`config.mk`:
```
export PLATFORM = sky130hd
export DESIGN_NAME = ssd_scan_driver
export DESIGN_NICKNAME = d
export VERILOG_FILES = /design/src/rtl/ssd_scan_driver.sv
export SDC_FILE = /design/constraint.sdc
export NUM_CORES = 1
export LEC_CHECK = 0
export CAP_MARGIN = 20
export CORE_MARGIN = 5
export CORE_UTILIZATION = 47
export DETAILED_ROUTE_END_ITERATION = 16
export GPL_TIMING_DRIVEN = 0
export PLACE_DENSITY = 0.67
export SYNTH_ARGS = -nofsm -noshare
export SYNTH_HDL_FRONTEND = slang
export SYNTH_SLANG_ARGS = --single-unit
export TNS_END_PERCENT = 20
```
`constraint.sdc`:
```
create_clock -name clk -period 3.2 [get_ports clk]
set_clock_uncertainty 0.2 [all_clocks]
set_input_delay 0.48 -clock clk [delete_from_list [all_inputs] [get_ports clk]]
set_output_delay 0.48 -clock clk [all_outputs]
set_load 0.01 [all_outputs]
```
`src/rtl/ssd_scan_driver.sv`:
```
// Multiplexed seven-segment scan driver.
// Scans DIGITS digits of a frame-synchronous snapshot of `value`, pages through
// values wider than one screen with a debounced button, and can blank leading zeros.
module ssd_scan_driver #(
    parameter int DIGITS       = 4,
    parameter int DATA_W       = 32,
    parameter int REFRESH_DIV  = 100000,
    parameter int DEBOUNCE_CYC = 500000,
    localparam int PAGES       = DATA_W / (4 * DIGITS),
    localparam int PW          = (PAGES > 1) ? $clog2(PAGES) : 1
) (
    input  logic              clk,
    input  logic              reset,
    input  logic [DATA_W-1:0] value,
    input  logic              page_btn,
    input  logic              blank_lz,
    output logic [DIGITS-1:0] an,
    output logic [6:0]        seg,
    output logic              dp,
    output logic [PW-1:0]     page
);

    localparam int NIB = DATA_W / 4;
    localparam int NW  = (NIB > 1) ? $clog2(NIB) : 1;
    localparam int DW  = (DIGITS > 1) ? $clog2(DIGITS) : 1;
    localparam int CW  = $clog2(REFRESH_DIV);
    localparam int BW  = (DEBOUNCE_CYC > 1) ? $clog2(DEBOUNCE_CYC) : 1;

    localparam logic [CW-1:0] CNT_LAST  = CW'(REFRESH_DIV - 1);
    localparam logic [DW-1:0] D_LAST    = DW'(DIGITS - 1);
    localparam logic [PW-1:0] PAGE_LAST = PW'(PAGES - 1);
    localparam logic [BW-1:0] DB_LAST   = BW'(DEBOUNCE_CYC - 1);

    logic [CW-1:0]     cnt;
    logic [DW-1:0]     d;
    logic [DATA_W-1:0] shadow;
    logic              load_pending;
    logic              tick;
    logic              frame_end;

    logic              sync_1;
    logic              sync_2;
    logic [BW-1:0]     db_cnt;
    logic              db_level;
    logic              db_level_q;
    logic              page_step;

    logic [NW-1:0]     nib_idx;
    logic [DATA_W-1:0] shifted;
    logic [3:0]        nibble;
    logic              blank;
    logic [6:0]        seg_dec;
    logic [DIGITS-1:0] an_dec;
    logic              dp_dec;

    assign tick      = (cnt == CNT_LAST);
    assign frame_end = tick && (d == D_LAST);
    assign page_step = db_level & ~db_level_q;

    // Prescaler, digit index and the snapshot taken at each frame boundary
    always_ff @(posedge clk) begin
        if (reset) begin
            cnt          <= '0;
            d            <= '0;
            shadow       <= '0;
            load_pending <= 1'b1;
        end else begin
            cnt <= tick ? '0 : cnt + 1'b1;
            if (tick) begin
                d <= (d == D_LAST) ? '0 : d + 1'b1;
            end
            if (load_pending || frame_end) begin
                shadow <= value;
            end
            load_pending <= 1'b0;
        end
    end

    // Button synchroniser and debouncer; the counter restarts whenever the
    // synchronised level falls back to the accepted level
    always_ff @(posedge clk) begin
        if (reset) begin
            sync_1     <= 1'b0;
            sync_2     <= 1'b0;
            db_cnt     <= '0;
            db_level   <= 1'b0;
            db_level_q <= 1'b0;
        end else begin
            sync_1     <= page_btn;
            sync_2     <= sync_1;
            db_level_q <= db_level;
            if (sync_2 == db_level) begin
                db_cnt <= '0;
            end else if (db_cnt == DB_LAST) begin
                db_level <= sync_2;
                db_cnt   <= '0;
            end else begin
                db_cnt <= db_cnt + 1'b1;
            end
        end
    end

    // Page index advances on each accepted press, wrapping at PAGES
    always_ff @(posedge clk) begin
        if (reset) begin
            page <= '0;
        end else if (page_step) begin
            page <= (page == PAGE_LAST) ? '0 : page + 1'b1;
        end
    end

    // Select the nibble for the current digit, decide blanking and decode it
    always_comb begin
        nib_idx = NW'(page) * NW'(DIGITS) + NW'(d);
        shifted = shadow >> {nib_idx, 2'b00};
        nibble  = shifted[3:0];
        blank   = blank_lz && (nib_idx != '0) && (shifted == '0);
        an_dec  = ~(DIGITS'(1) << d);
        dp_dec  = ~((d == D_LAST) && (page != '0));
        seg_dec = 7'h7F;
        case (nibble)
            4'h0: seg_dec = 7'h40;
            4'h1: seg_dec = 7'h79;
            4'h2: seg_dec = 7'h24;
            4'h3: seg_dec = 7'h30;
            4'h4: seg_dec = 7'h19;
            4'h5: seg_dec = 7'h12;
            4'h6: seg_dec = 7'h02;
            4'h7: seg_dec = 7'h78;
            4'h8: seg_dec = 7'h00;
            4'h9: seg_dec = 7'h10;
            4'hA: seg_dec = 7'h08;
            4'hB: seg_dec = 7'h03;
            4'hC: seg_dec = 7'h46;
            4'hD: seg_dec = 7'h21;
            4'hE: seg_dec = 7'h06;
            4'hF: seg_dec = 7'h0E;
            default: seg_dec = 7'h7F;
        endcase
    end

    // Registered digit outputs; a blanked digit turns everything off
    always_ff @(posedge clk) begin
        if (reset) begin
            an  <= '1;
            seg <= 7'h7F;
            dp  <= 1'b1;
        end else if (blank) begin
            an  <= '1;
            seg <= 7'h7F;
            dp  <= 1'b1;
        end else begin
            an  <= an_dec;
            seg <= seg_dec;
            dp  <= dp_dec;
        end
    end

endmodule

```
## Word level (Yosys, flattened, before mapping)

Memories as Yosys holds them, arrays and structs flattened. A register that Yosys moved wholly into a read port is not among the register bits.
Index checks and enable logic that the tools add are counted.

| storage, ports and cells | value |
|---|---|
| flip-flop bits (word level) | 81 |
| memory bits (read-only) | 112 |
| input bits | 36 |
| output and inout port bits | 13 |
| word-level logic and storage cells | 43 |
| memories | 1 |

| cells by class | value |
|---|---|
| $add $sub $neg | 5 |
| equality and inequality tests | 4 |
| shift operators | 2 |
| muxes and demuxes | 3 |
| bitwise gates (word level) | 5 |
| reduce and logical (&&, ||, !) cells | 11 |

Memory list:

| memory | words | width | rd ports | clocked after memory_dff | wr ports | RTL line | text |
|---|---|---|---|---|---|---|---|
| (no name shown) | 16 | 7 | 1 | 1 | 0 | 121 | `case (nibble)` |

Operator list:

| operator | count |
|---|---|
| zero test 32 bit | 1 |
| >> shifter 32 x 5 -> 32 bit | 1 |
| adder 19 x 1 -> 19 bit, second input constant | 1 |
| equality test 19 bit, second input constant | 1 |
| adder 17 x 1 -> 17 bit, second input constant | 1 |
| equality test 17 bit, second input constant | 1 |
| logical AND 1 bit | 4 |
| NOT 4 bit | 1 |
| OR reduction 2 bit | 2 |
| << shifter 1 x 2 -> 4 bit, first input constant | 1 |
| adder 3 x 2 -> 3 bit | 1 |
| NOT 1 bit | 3 |
| nonzero test 3 bit | 1 |
| OR reduction 3 bit | 1 |
| adder 2 x 1 -> 2 bit, second input constant | 1 |
| equality test 2 bit, second input constant | 1 |
| two-way mux 1 bit | 2 |
| two-way mux 2 bit | 1 |
| AND reduction 2 bit | 1 |
| adder 1 bit, second input constant | 1 |
| AND 1 bit | 1 |
| equality test 1 bit | 1 |
| logical OR 1 bit | 1 |

## Logic depth before layout (Yosys ltp)

Gate-level depths: netlist of run 1.

| logic depth | value |
|---|---|
| word-level depth | 5 |
| gate-level depth with buffers | 10 |
| mapped depth without buffers | 8 |

## Worst setup path after synthesis of run 1

No wires, ideal clock.

| path | value |
|---|---|
| path kind | register to register |
| start | register d[0] |
| end | register seg[0] |
| setup time | 0.073 ns |
| arrival | 2.532 ns |
| data required time | 2.927 ns |
| path slack | 0.395 ns |
| cell stages (with the launch flop) | 11 |
| buffers on the path | 3 |
| period minus slack after synthesis | 2.805 ns |
| cells stage by stage | dfxtp_1 -> buf_6 -> buf_2 -> mux4_2 -> mux2i_1 -> ha_1 -> o211ai_1 -> a21oi_1 -> a41oi_2 -> buf_6 -> o22ai_2 |

| on the way | value |
|---|---|
| word-level cells in the longest chain between the ends | 5 |
| elaborated cells on any way between the ends | 7 |
| those cells by class | add/sub: 1; shift: 1; reduce/logical: 5 |

RTL lines:

| item | RTL line | text |
|---|---|---|
| start, declared | 35 | `logic [DW-1:0] d;` |
| start signal, assigned | 70 | `d <= (d == D_LAST) ? '0 : d + 1'b1;` |
| adder 3 x 2 -> 3 bit * | 114 | `nib_idx = NW'(page) * NW'(DIGITS) + NW'(d);` |
| >> shifter 32 x 5 -> 32 bit / nonzero test 3 bit (equally long branches) | 115, 117 |  |
| zero test 32 bit / logical AND 1 bit (equally long branches) | 117 | `blank = blank_lz && (nib_idx != '0) && (shifted == '0);` |
| logical AND 1 bit | 117 |  |
| OR reduction 2 bit (no line) | n/a |  |
| end, declared | 18 | `output logic [6:0] seg,` |

Mark *: on every way between the ends. The rest lies on a longest branch, timed or not.
A chain may end at the register's enable or synchronous reset.

## Worst setup path after layout of run 1

| path | value |
|---|---|
| start | register d[1] |
| end | register seg[0] |

The elaborated chain is that of the path after synthesis.

==> impl_results.md, run 1 <==
- Outcome: completed
- Die boundary width: 104 µm
- Relative slew slack: 46.2%
- Cell family contributing the most delay on the critical path: buffers and inverters
- Critical Path End Type: flip-flop
- Slowest cell on the critical path: mux4_2
- Commonest cells after routing, fill and taps aside: dfxtp_1 (88), nand2_1 (77), nor2_1 (52)
- Warnings from Yosys: 0
- Core ar.: 8640 µm²
- Post-synthesis async set-or-reset flop share: 0%
- Per-cell via count in the routed design: 5.31
- Cell occurring most often along the worst timing path: buf_2
- Hold violation total from the final report: 0
- Final net count: 574
- H-Tree Level Count: 3
- Top cells by area, synth: dfxtp_1 (43%), nand2_1 (7.0%), mux4_2 (4.9%), a21oi_1 (4.9%), nor2_1 (4.7%)
- Highest clock frequency the design can meet: 0.347 GHz
- Clock-pin slew on the worst setup and hold paths: 0.09 ns
- Post-route worst hold slack: 0.243 ns
- Critical setup path kind: flip-flop to flip-flop
- Reported max-cap violation count: 0
- Avg Cell Area, Syn: 8.77 µm²
- Period minus WS final: 2.88 ns
- Critical path, cell by cell: buf_2 -> buf_2 -> mux4_2 -> mux2i_4 -> ha_1 -> o211ai_1 -> a21oi_1 -> a41oi_2 -> buf_6 -> o22ai_2
- Power density relative to cell area: 450 nW/µm²
- Type of the tightest min-delay check: flip-flop to flip-flop
- Area share of the largest cell type after synthesis: 42.8%
- RSZ-0062 raised after global routing: no
- Count of unresolved DRC violations after routing: 0
- Initial core utilization: 47.6%
- Nature of the critical path startpoint: flip-flop
- Sequential share of the synthesized area: 42.8%
- Aggregate global-route resource usage: 17.3%
- Routability Congestion: 0.857
- Clk buf depth: 2
- I/O Buffers: 48
- Syn Nets: 516
- #FFs+latches synth: 88
- Vias in the first global route: 3,329
- Synth-to-Final Area Change: 20.6%
- Global-route wire length before repair: 15.6 mm
- Final non-filler cell area: 4960 µm²
- Worst endpoint required time: 3.29 ns
- Wire length reported by the detailed router: 9.03 mm
- Clock insertion delay at the later pin of the skew report: 0.35 ns
- I/O pin cnt: 49
- Crit Path Max Fanout: 10
- Clock tree from TritonCTS: yes
- Launch point of the worst hold path: sync_1
- Summed negative setup slack over all endpoints: 0 ns
- Leak Pwr: 0.00179 µW
- Final worst path period share: 90.1%
- DR vias: 3,398
- Number of buffers created by CTS: 9
- Transition time of the tightest slew-check pin: 0.807 ns
- Hold depth: 1
- Max Transition Viols Final: 0
- Placed Area: 4730 µm²
- Antenna violations before repair: 0
- Ys flop type: dfxtp_1
- Final instance count without filler cells: 640
- Capture endpoint of the worst hold path: sync_2
- DR iter-0 viols: 172
- Routed Antenna Nets: 0
- Number of sinks driven by the clock tree: 88
- Fraction of layout cells with a size suffix above 1: 9.02%
- Gate count after technology mapping: 469
- Cell chosen for the clock root: clkbuf_8
- Site row count: 34
- Number of instances in the placed design: 625
- Bufs and invs on worst path: 3
- Antenna cells: 0
- Critical R2R Launch: d[1]
- Highest ir drop seen on vdd: 0.000247 V
- Signal arrival time at the worst endpoint: 2.97 ns
- Distinct cells, synth: 50
- Total die area: 10,700 µm²
- Slowest stage delay, CP: 0.39 ns
- Final HPWL DP: 6.75 mm
- Setup slack of the most critical reg-to-reg path: 0.32 ns
- Total congestion overflow after global routing: 0
- Cell depth of the worst flop-to-flop path: 10
- Avg WL per Cell: 14.1 µm
- Netlist area before placement: 4110 µm²
- Number of enable-type register cells in the synthesized netlist: 0
- 1st-pass router iterations: 4
- Setup violation total in the final timing report: 0
- Most common cell after layout, fill and taps aside: dfxtp_1
- Leading area contributor after synthesis: dfxtp_1
- Maximum number of pins on one net before global-route repair: 15
- Die H: 104 µm
- Reg-to-Reg End: seg[0]
-- registers in the layout, indices dropped and copies added, names as in the netlist, 2 cells and up --
name    cells
shadow     32
db_cnt     19
cnt        17
seg         7
an          4
d           2
-- layout make-up --
class                           count  area, µm²
Clock inverter                      5       81.3
Multi-Input combinational cell    343       2200
Inverter                           13       48.8
Fill cell                         816       3670
Tap cell                          108        135
Sequential cell                    88       1760
Clock buffer                       11        131
Timing Repair Buffer               48        480
Buffer                             24        124
-- cells in the mapped netlist (2+ instances only) --
cell type and n:
dfxtp_1 88, nand2_1 77, nor2_1 52, a21oi_1 40, xnor2_1 18, nor4_1 15, xor2_1 15, nand3_1 13
clkbuf_1 12, ha_1 11, inv_1 11, nand4_1 10, nor3_1 10, mux4_2 9, o21ai_1 8, buf_2 7
or4_1 7, and3_1 6, and4_1 5, mux2i_1 5, o21ai_0 5, nor2b_1 4, a22oi_1 3, buf_6 3
mux2_2 3, or3_1 3, buf_1 2, nand2b_1 2, o211ai_1 2, o221ai_1 2, or2_2 2
-- layer usage --
metal	GRT usage, %	vias up	part of all wire [%]
met1	23.6	1560	49
met3	4.29	12	5.2
met5	0	-	0
met2	26.2	78	44
li1	-	1748	-
met4	6.65	0	1.8
-- cell families (layout without fill, tap and decap cells) --
logic type	after synthesis	count (layout)	synth area share [%]
multiplexers	19	19	7.88
AND/OR/NAND/NOR	212	212	24.8
adder cells (fa/ha/maj)	11	11	3.35
flip-flops	88	88	42.8
buffers and inverters	38	101	4.32
XOR/XNOR	33	33	7.03
AO/OA/AOI/OAI	68	68	9.83
-- worst register-to-register path, cell delays in order, from the launching register on --
cell      delay, ns
dfxtp_1        0.35
buf_2          0.22
buf_2          0.28
mux4_2         0.39
mux2i_4        0.26
ha_1           0.28
o211ai_1       0.12
a21oi_1        0.18
a41oi_2        0.19
buf_6          0.19
o22ai_2        0.14
-- through the flow --
| step | setup slack, ns | power [µW] | utilization, % |
|---|---|---|---|
| 2_1_floorplan | 0.395 | 1320 | - |
| 5_1_grt | 0.0986 | 2330 | 57.4 |
| 4_1_cts | 0.0482 | 2260 | 57.3 |
| 3_3_place_gp | -0.00409 | 1430 | 54.8 |
| 6_report | 0.316 | 2230 | 57.4 |
| 3_5_place_dp | -0.0322 | 1430 | 54.8 |
-- repair_timing --
action,in CTS,in global routing
hold buffers,0,0
setup endpoints to repair,10,12
setup buffers,0,0
resized for setup,2,2
-- power breakdown --
group	total (µW)	switching [µW]	internal, µW
registers	1170	32.0	1130
logic	242	111	131
clock network	827	386	441
-- how the worst max path moves through the flow --
stage	depth (start not counted)	slack, ns	end	start
after global routing	10	0.1	seg[6]	d[1]
after floorplan	10	0.39	seg[0]	d[0]
after detailed placement	10	-0.03	seg[0]	d[0]
after global placement	10	-0.004	seg[0]	d[0]
final	10	0.32	seg[0]	d[1]
after CTS	10	0.05	seg[0]	d[0]
(Power assumes the default switching activity.)
==> run 2, diff against run 1 <==
--- a/config.mk
+++ b/config.mk
@@ -11,6 +11,7 @@
 export DETAILED_ROUTE_END_ITERATION = 16
 export GPL_TIMING_DRIVEN = 0
 export PLACE_DENSITY = 0.67
+export RECOVER_POWER = 100
 export SYNTH_ARGS = -nofsm -noshare
 export SYNTH_HDL_FRONTEND = slang
 export SYNTH_SLANG_ARGS = --single-unit
==> run 2 against run 1 <==
Net effect:
- fmax shrank 1.7%
- design area shrank 0.20%
- count of clock-buffer cells in the layout is the same
- critical path depth unchanged
- utilization is 0.12 points lower
- via count rose by 0.41%
- critical endpoint is now an[0]
==> impl_results.md, run 2 (same netlist as run 1, synthesis figures left out) <==
- Total die area: 10,700 µm² (unchanged)
- Clock tree from TritonCTS: yes (unchanged)
- Bufs and invs on worst path: 3 (unchanged)
- Post-route worst hold slack: 0.243 ns (about the same)
- Antenna cells: 0 (unchanged)
- Total congestion overflow after global routing: 0 (unchanged)
- DR iter-0 viols: 168 (was 172)
- Cell chosen for the clock root: clkbuf_8 (unchanged)
- Routability Congestion: 0.857 (unchanged)
- Leak Pwr: 0.00178 µW (was 0.00179 µW)
- Type of the tightest min-delay check: flip-flop to flip-flop (unchanged)
- Critical Path End Type: flip-flop (unchanged)
- Worst slack at placement: -0.0322 ns (unchanged)
- Signal arrival time at the worst endpoint: 3.01 ns (was 2.97 ns)
- Global-route wire length before repair: 15.6 mm (unchanged)
- Setup violation total in the final timing report: 0 (unchanged)
- Worst endpoint required time: 3.27 ns (was 3.29 ns)
- RSZ-0062 raised after global routing: no (unchanged)
- Cell family contributing the most delay on the critical path: buffers and inverters (unchanged)
- Maximum number of pins on one net before global-route repair: 15 (unchanged)
- Synth-to-Final Area Change: 20.4% (was 20.6%)
- Clock insertion delay at the later pin of the skew report: 0.35 ns (about the same)
- Routed Antenna Nets: 0 (unchanged)
- Sw Ratio: 23.8% (was 23.7%)
- Number of instances in the placed design: 625 (unchanged)
- Final net count: 574 (unchanged)
- Die boundary width: 104 µm (unchanged)
- Commonest cells after routing, fill and taps aside: dfxtp_1 (88), nand2_1 (77), nor2_1 (52) (unchanged)
- Sw power: 530 µW (was 529 µW)
- Clock network power share: 37.2% (was 37.0%)
- Count of unresolved DRC violations after routing: 0 (unchanged)
- Clock-pin slew on the worst setup and hold paths: 0.09 ns (about the same)
- Highest ir drop seen on vdd: 0.000247 V (about the same)
- Logic depth of the worst path, buffers included: 10 (unchanged)
- I/O pin cnt: 49 (unchanged)
- Clk buf depth: 2 (unchanged)
- Final instance count without filler cells: 640 (unchanged)
- Transition time of the tightest slew-check pin: 0.807 ns (about the same)
- Pint: 1700 µW (was 1710 µW)
- Slowest cell on the critical path: mux4_2 (unchanged)
- Critical path, cell by cell: clkbuf_2 -> clkbuf_2 -> mux4_2 -> mux2i_4 -> ha_1 -> o211ai_1 -> a21oi_1 -> a41oi_2 -> buf_6 -> o21ai_0 (was buf_2 -> buf_2 -> mux4_2 -> mux2i_4 -> ha_1 -> o211ai_1 -> a21oi_1 -> a41oi_2 -> buf_6 -> o22ai_2)
- Highest clock frequency the design can meet: 0.341 GHz (was 0.347 GHz)
- DR vias: 3,412 (was 3,398)
- Die H: 104 µm (unchanged)
- Most flop-heavy register: shadow (unchanged)
- Crit Path Max Fanout: 10 (unchanged)
- I/O Buffers: 48 (unchanged)
- Period minus WS final: 2.93 ns (was 2.88 ns)
- Slowest stage delay, CP: 0.39 ns (about the same)
- Critical setup path kind: flip-flop to flip-flop (unchanged)
- Largest registers in the final layout: shadow x32, db_cnt x19, cnt x17 (unchanged)
- Final worst path period share: 91.6% (was 90.1%)
- Avg WL per Cell: 14.1 µm (about the same)
- Share of power burned in combinational logic: 10.6% (was 10.8%)
- Hold depth: 1 (unchanged)
- Core ar.: 8640 µm² (unchanged)
- Aggregate global-route resource usage: 17.3% (unchanged)
- Final HPWL DP: 6.75 mm (unchanged)
- Fraction of layout cells with a size suffix above 1: 8.27% (was 9.02%)
- Hold violation total from the final report: 0 (unchanged)
- Number of sinks driven by the clock tree: 88 (unchanged)
- Antenna violations before repair: 0 (unchanged)
- Vias in the first global route: 3,329 (unchanged)
- Nature of the critical path startpoint: flip-flop (unchanged)
- Number of flip-flops in the largest register: 32 (unchanged)
- Reported max-cap violation count: 0 (unchanged)
- Fin worst setup slack: 0.267 ns (was 0.316 ns)
- Wire length reported by the detailed router: 9.04 mm (was 9.03 mm)
- Final-layout fill cell count: 821 (was 816)
- Site row count: 34 (unchanged)
- H-Tree Level Count: 3 (unchanged)
- Outcome: completed (unchanged)
- Cell depth of the worst flop-to-flop path: 10 (unchanged)
- Relative slew slack: 46.2% (about the same)
- Most common cell after layout, fill and taps aside: dfxtp_1 (unchanged)
- Cell occurring most often along the worst timing path: clkbuf_2 (was buf_2)
- Initial core utilization: 47.6% (unchanged)
- Max Transition Viols Final: 0 (unchanged)
- Share of power burned in registers: 52.3% (was 52.2%)
- Per-cell via count in the routed design: 5.33 (was 5.31)
- 1st-pass router iterations: 4 (unchanged)
- Number of buffers created by CTS: 9 (unchanged)
- Hold_buf cts: 0 (unchanged)
- Power density relative to cell area: 450 nW/µm² (about the same)
-- run 2: final timing paths --
check | slack [ns] | startpoint | endpoint
hold / removal | 0.24 | sync_1 | sync_2
hold reg to reg | 0.24 | sync_1 | sync_2
setup reg to reg | 0.27 | d[1] | an[0]
setup / recovery | 0.27 | d[1] | an[0]
-- run 2: routing by layer --
layer | vias to the layer above | global-route usage (%) | part of all wire (%) | wire, µm
met3 | 12 | 4.29 | 5.5 | 494
met2 | 82 | 26.2 | 45 | 4030
li1 | 1751 | - | - | -
met4 | 0 | 6.65 | 1.8 | 159
met5 | - | 0 | 0 | 0
met1 | 1567 | 23.6 | 48 | 4360
-- run 2: area by class of cell --
cell class                 instances  area [µm²]  share of cell area [%]
buffer                            24         120                    2.43
clock buffer                      11         131                    2.65
clock inverter                     5        81.3                    1.64
inverter                          13        48.8                   0.986
multi-input combinational        343        2190                    44.3
sequential                        88        1760                    35.6
tap                              108         135                    2.73
timing repair buffer              48         480                    9.70
-- run 2: through the flow --
step / total power, µW / cell area [µm²] / TNS [ns] / util [%]
5_1_grt: 2330 / 4950 / 0 / 57.3
4_1_cts: 2260 / 4950 / 0 / 57.3
3_3_place_gp: 1430 / 4730 / -0.00409 / 54.8
2_1_floorplan: 1320 / 4110 / 0 / -
3_5_place_dp: 1430 / 4730 / -0.137 / 54.8
6_report: 2230 / 4950 / 0 / 57.3
-- run 2: repair_timing --
item / 4_1_cts / 5_1_grt
gates cloned: 0 / 0
gates resized for setup: 2 / 2
endpoints found under the setup margin: 10 / 12
setup buffers: 0 / 0
endpoints found under the hold margin: 0 / 0
-- run 2: power groups by stage --
| stage | sequential [µW] | clock (µW) | combinational (µW) |
|---|---|---|---|
| 2_1_floorplan | 1190 | 0 | 136 |
| 3_3_place_gp | 1190 | 0 | 237 |
| 3_5_place_dp | 1190 | 0 | 239 |
| 4_1_cts | 1170 | 853 | 242 |
| 5_1_grt | 1170 | 895 | 261 |
| 6_report | 1170 | 829 | 236 |
==> run 3, diff against run 2 <==
--- a/config.mk
+++ b/config.mk
@@ -9,6 +9,7 @@
 export CORE_MARGIN = 5
 export CORE_UTILIZATION = 47
 export DETAILED_ROUTE_END_ITERATION = 16
+export GPL_ROUTABILITY_DRIVEN = 0
 export GPL_TIMING_DRIVEN = 0
 export PLACE_DENSITY = 0.67
 export RECOVER_POWER = 100
==> run 3 against run 2 <==
Net effect:
- clock power increased by 2%
- wire length decreased by 3.1%
- critical path depth unchanged
- largest power group unchanged
- combinational power about the same
- die area unchanged
- highest routed layer unchanged
- fmax increased by 0.90%
- critical path type unchanged
- non-clock buffer count unchanged
==> impl_results.md, run 3 (same netlist as run 1, synthesis figures left out) <==
- Total power: 2240 µW (was 2230 µW)
- Initial core utilization: 47.6% (unchanged)
- Number of buffers created by CTS: 9 (unchanged)
- Wire length reported by the detailed router: 8.76 mm (was 9.04 mm)
- Clk buf depth: 2 (unchanged)
- I/O pin cnt: 49 (unchanged)
- Global-route wire length before repair: 15.2 mm (was 15.6 mm)
- Antenna violations before repair: 0 (unchanged)
- Avg WL per Cell: 13.7 µm (was 14.1 µm)
- Critical Path End Type: flip-flop (unchanged)
- Max Transition Viols Final: 0 (unchanged)
- Worst endpoint required time: 3.28 ns (was 3.27 ns)
- Leak Pwr: 0.00178 µW (about the same)
- Fraction of layout cells with a size suffix above 1: 8.46% (was 8.27%)
- Clock tree from TritonCTS: yes (unchanged)
- Cell family contributing the most delay on the critical path: buffers and inverters (unchanged)
- Capture endpoint of the worst hold path: sync_2 (unchanged)
- Total congestion overflow after global routing: 0 (unchanged)
- Critical R2R Launch: d[1] (unchanged)
- Cell occurring most often along the worst timing path: clkbuf_2 (unchanged)
- Cell depth of the worst flop-to-flop path: 10 (unchanged)
- Die boundary width: 104 µm (unchanged)
- Slowest stage delay, CP: 0.39 ns (about the same)
- Highest ir drop seen on vdd: 0.000196 V (was 0.000247 V)
- Die H: 104 µm (unchanged)
- Crit Path Max Fanout: 10 (unchanged)
- I/O Buffers: 48 (unchanged)
- Hold violation total from the final report: 0 (unchanged)
- Core ar.: 8640 µm² (unchanged)
- Launch point of the worst hold path: sync_1 (unchanged)
- Most flop-heavy register: shadow (unchanged)
- Slowest cell on the critical path: mux4_2 (unchanged)
- Reported max-cap violation count: 0 (unchanged)
- Commonest cells after routing, fill and taps aside: dfxtp_1 (88), nand2_1 (77), nor2_1 (52) (unchanged)
- Reg-to-Reg End: an[1] (was an[0])
- Period minus WS final: 2.91 ns (was 2.93 ns)
- Count of buffers added by post-CTS timing repair for setup: 0 (unchanged)
- Outcome: completed (unchanged)
- Count of unresolved DRC violations after routing: 0 (unchanged)
- Most common cell after layout, fill and taps aside: dfxtp_1 (unchanged)
- Antenna cells: 0 (unchanged)
- Hold depth: 1 (unchanged)
- Number of sinks driven by the clock tree: 88 (unchanged)
- Final net count: 574 (unchanged)
- Site row count: 34 (unchanged)
- Power density relative to cell area: 452 nW/µm² (was 450 nW/µm²)
- Multi-input combinational cell area: 2190 µm² (unchanged)
- Routed Antenna Nets: 0 (unchanged)
- Per-cell via count in the routed design: 5.39 (was 5.33)
- Critical setup path kind: flip-flop to flip-flop (unchanged)
- Total die area: 10,700 µm² (unchanged)
- DR iter-0 viols: 151 (was 168)
- Largest registers in the final layout: shadow x32, db_cnt x19, cnt x17 (unchanged)
- Maximum number of pins on one net before global-route repair: 15 (unchanged)
- Vias in the first global route: 3,251 (was 3,329)
- Relative slew slack: 45.0% (was 46.2%)
- Cell chosen for the clock root: clkbuf_8 (unchanged)
- 1st-pass router iterations: 4 (unchanged)
- Final-layout fill cell count: 817 (was 821)
- H-Tree Level Count: 3 (unchanged)
- DR vias: 3,448 (was 3,412)
- Sequential cell area: 1760 µm² (unchanged)
- Nature of the critical path startpoint: flip-flop (unchanged)
- Transition time of the tightest slew-check pin: 0.826 ns (was 0.807 ns)
- RSZ-0062 raised after global routing: no (unchanged)
- Final HPWL DP: 6.67 mm (was 6.75 mm)
- Number of flip-flops in the largest register: 32 (unchanged)
- Setup violation total in the final timing report: 0 (unchanged)
- Clock insertion delay at the later pin of the skew report: 0.34 ns (was 0.35 ns)
- Critical path, cell by cell: clkbuf_2 -> clkbuf_2 -> mux4_2 -> mux2i_4 -> ha_1 -> o211ai_1 -> a21oi_1 -> a41oi_2 -> buf_6 -> o21ai_0 (unchanged)
- Signal arrival time at the worst endpoint: 2.98 ns (was 3.01 ns)
- Aggregate global-route resource usage: 16.7% (was 17.3%)
- Clock-pin slew on the worst setup and hold paths: 0.09 ns (about the same)
- Core Util, Final: 57.4% (was 57.3%)
- Synth-to-Final Area Change: 20.6% (was 20.4%)
- Type of the tightest min-delay check: flip-flop to flip-flop (unchanged)
- Setup slack of the most critical reg-to-reg path: 0.29 ns (was 0.27 ns)
- Final worst path period share: 90.8% (was 91.6%)
- Hold_buf cts: 0 (unchanged)
- Bufs and invs on worst path: 3 (unchanged)
- Highest clock frequency the design can meet: 0.344 GHz (was 0.341 GHz)
[run 3: cell count changes in the layout (fill, tap and decap cells not counted), sizes merged]
cell,delta
clkinvlp,+1
clkinv,-1
[run 3: power by group]
group | switching [µW] | internal, µW | total, µW
Combinational | 110 | 125 | 236
Sequential | 30.8 | 1130 | 1160
Clock | 383 | 460 | 844
[run 3: worst max-delay path by stage]
stage	to	start	slack, ns	cells past startpoint
detailed placement	seg[0]	d[0]	-0.008	10
floorplan	seg[0]	d[0]	0.39	10
finish	an[1]	d[1]	0.29	10
global route	an[1]	d[1]	0.08	10
CTS	seg[0]	d[0]	0.07	10
global placement	seg[0]	d[0]	0.02	10
[run 3: repair_timing]
action                     4_1_cts  5_1_grt
gates cloned                     0        0
setup endpoints to repair        7       12
resized for setup                2        2
pin swaps                        0        0
[run 3: metal layers]
metal / part of all wire (%) / up-vias / global-route usage [%] / wire (µm)
li1: - / 1754 / - / -
met1: 49 / 1608 / 23.7 / 4300
met2: 45 / 76 / 25.4 / 3960
met3: 4.2 / 10 / 3.36 / 370
met4: 1.5 / 0 / 5.44 / 132
met5: 0 / - / 0 / 0
[run 3: per-stage QoR]
step                      hold WS [ns]  cell area [µm²]  setup WS, ns  setup TNS (ns)  std cells
final                            0.247             4960         0.294               0        640
after global routing             0.268             4960        0.0786               0        640
after CTS                        0.253             4960        0.0717               0        641
after detailed placement         0.227             4730      -0.00794        -0.00794        625
after global placement           0.226             4730        0.0178               0        625
after floorplan                  0.214             4110         0.395               0        469
[run 3: cell type report]
type                    count  area share (%)
multi-input cells         343            44.2
flip-flops and latches     88            35.5
repair buffers             48            9.69
clock buffers              11            2.85
well taps                 108            2.72
plain buffers              24            2.42
clock inverters             5            1.61
inverters                  13           0.984
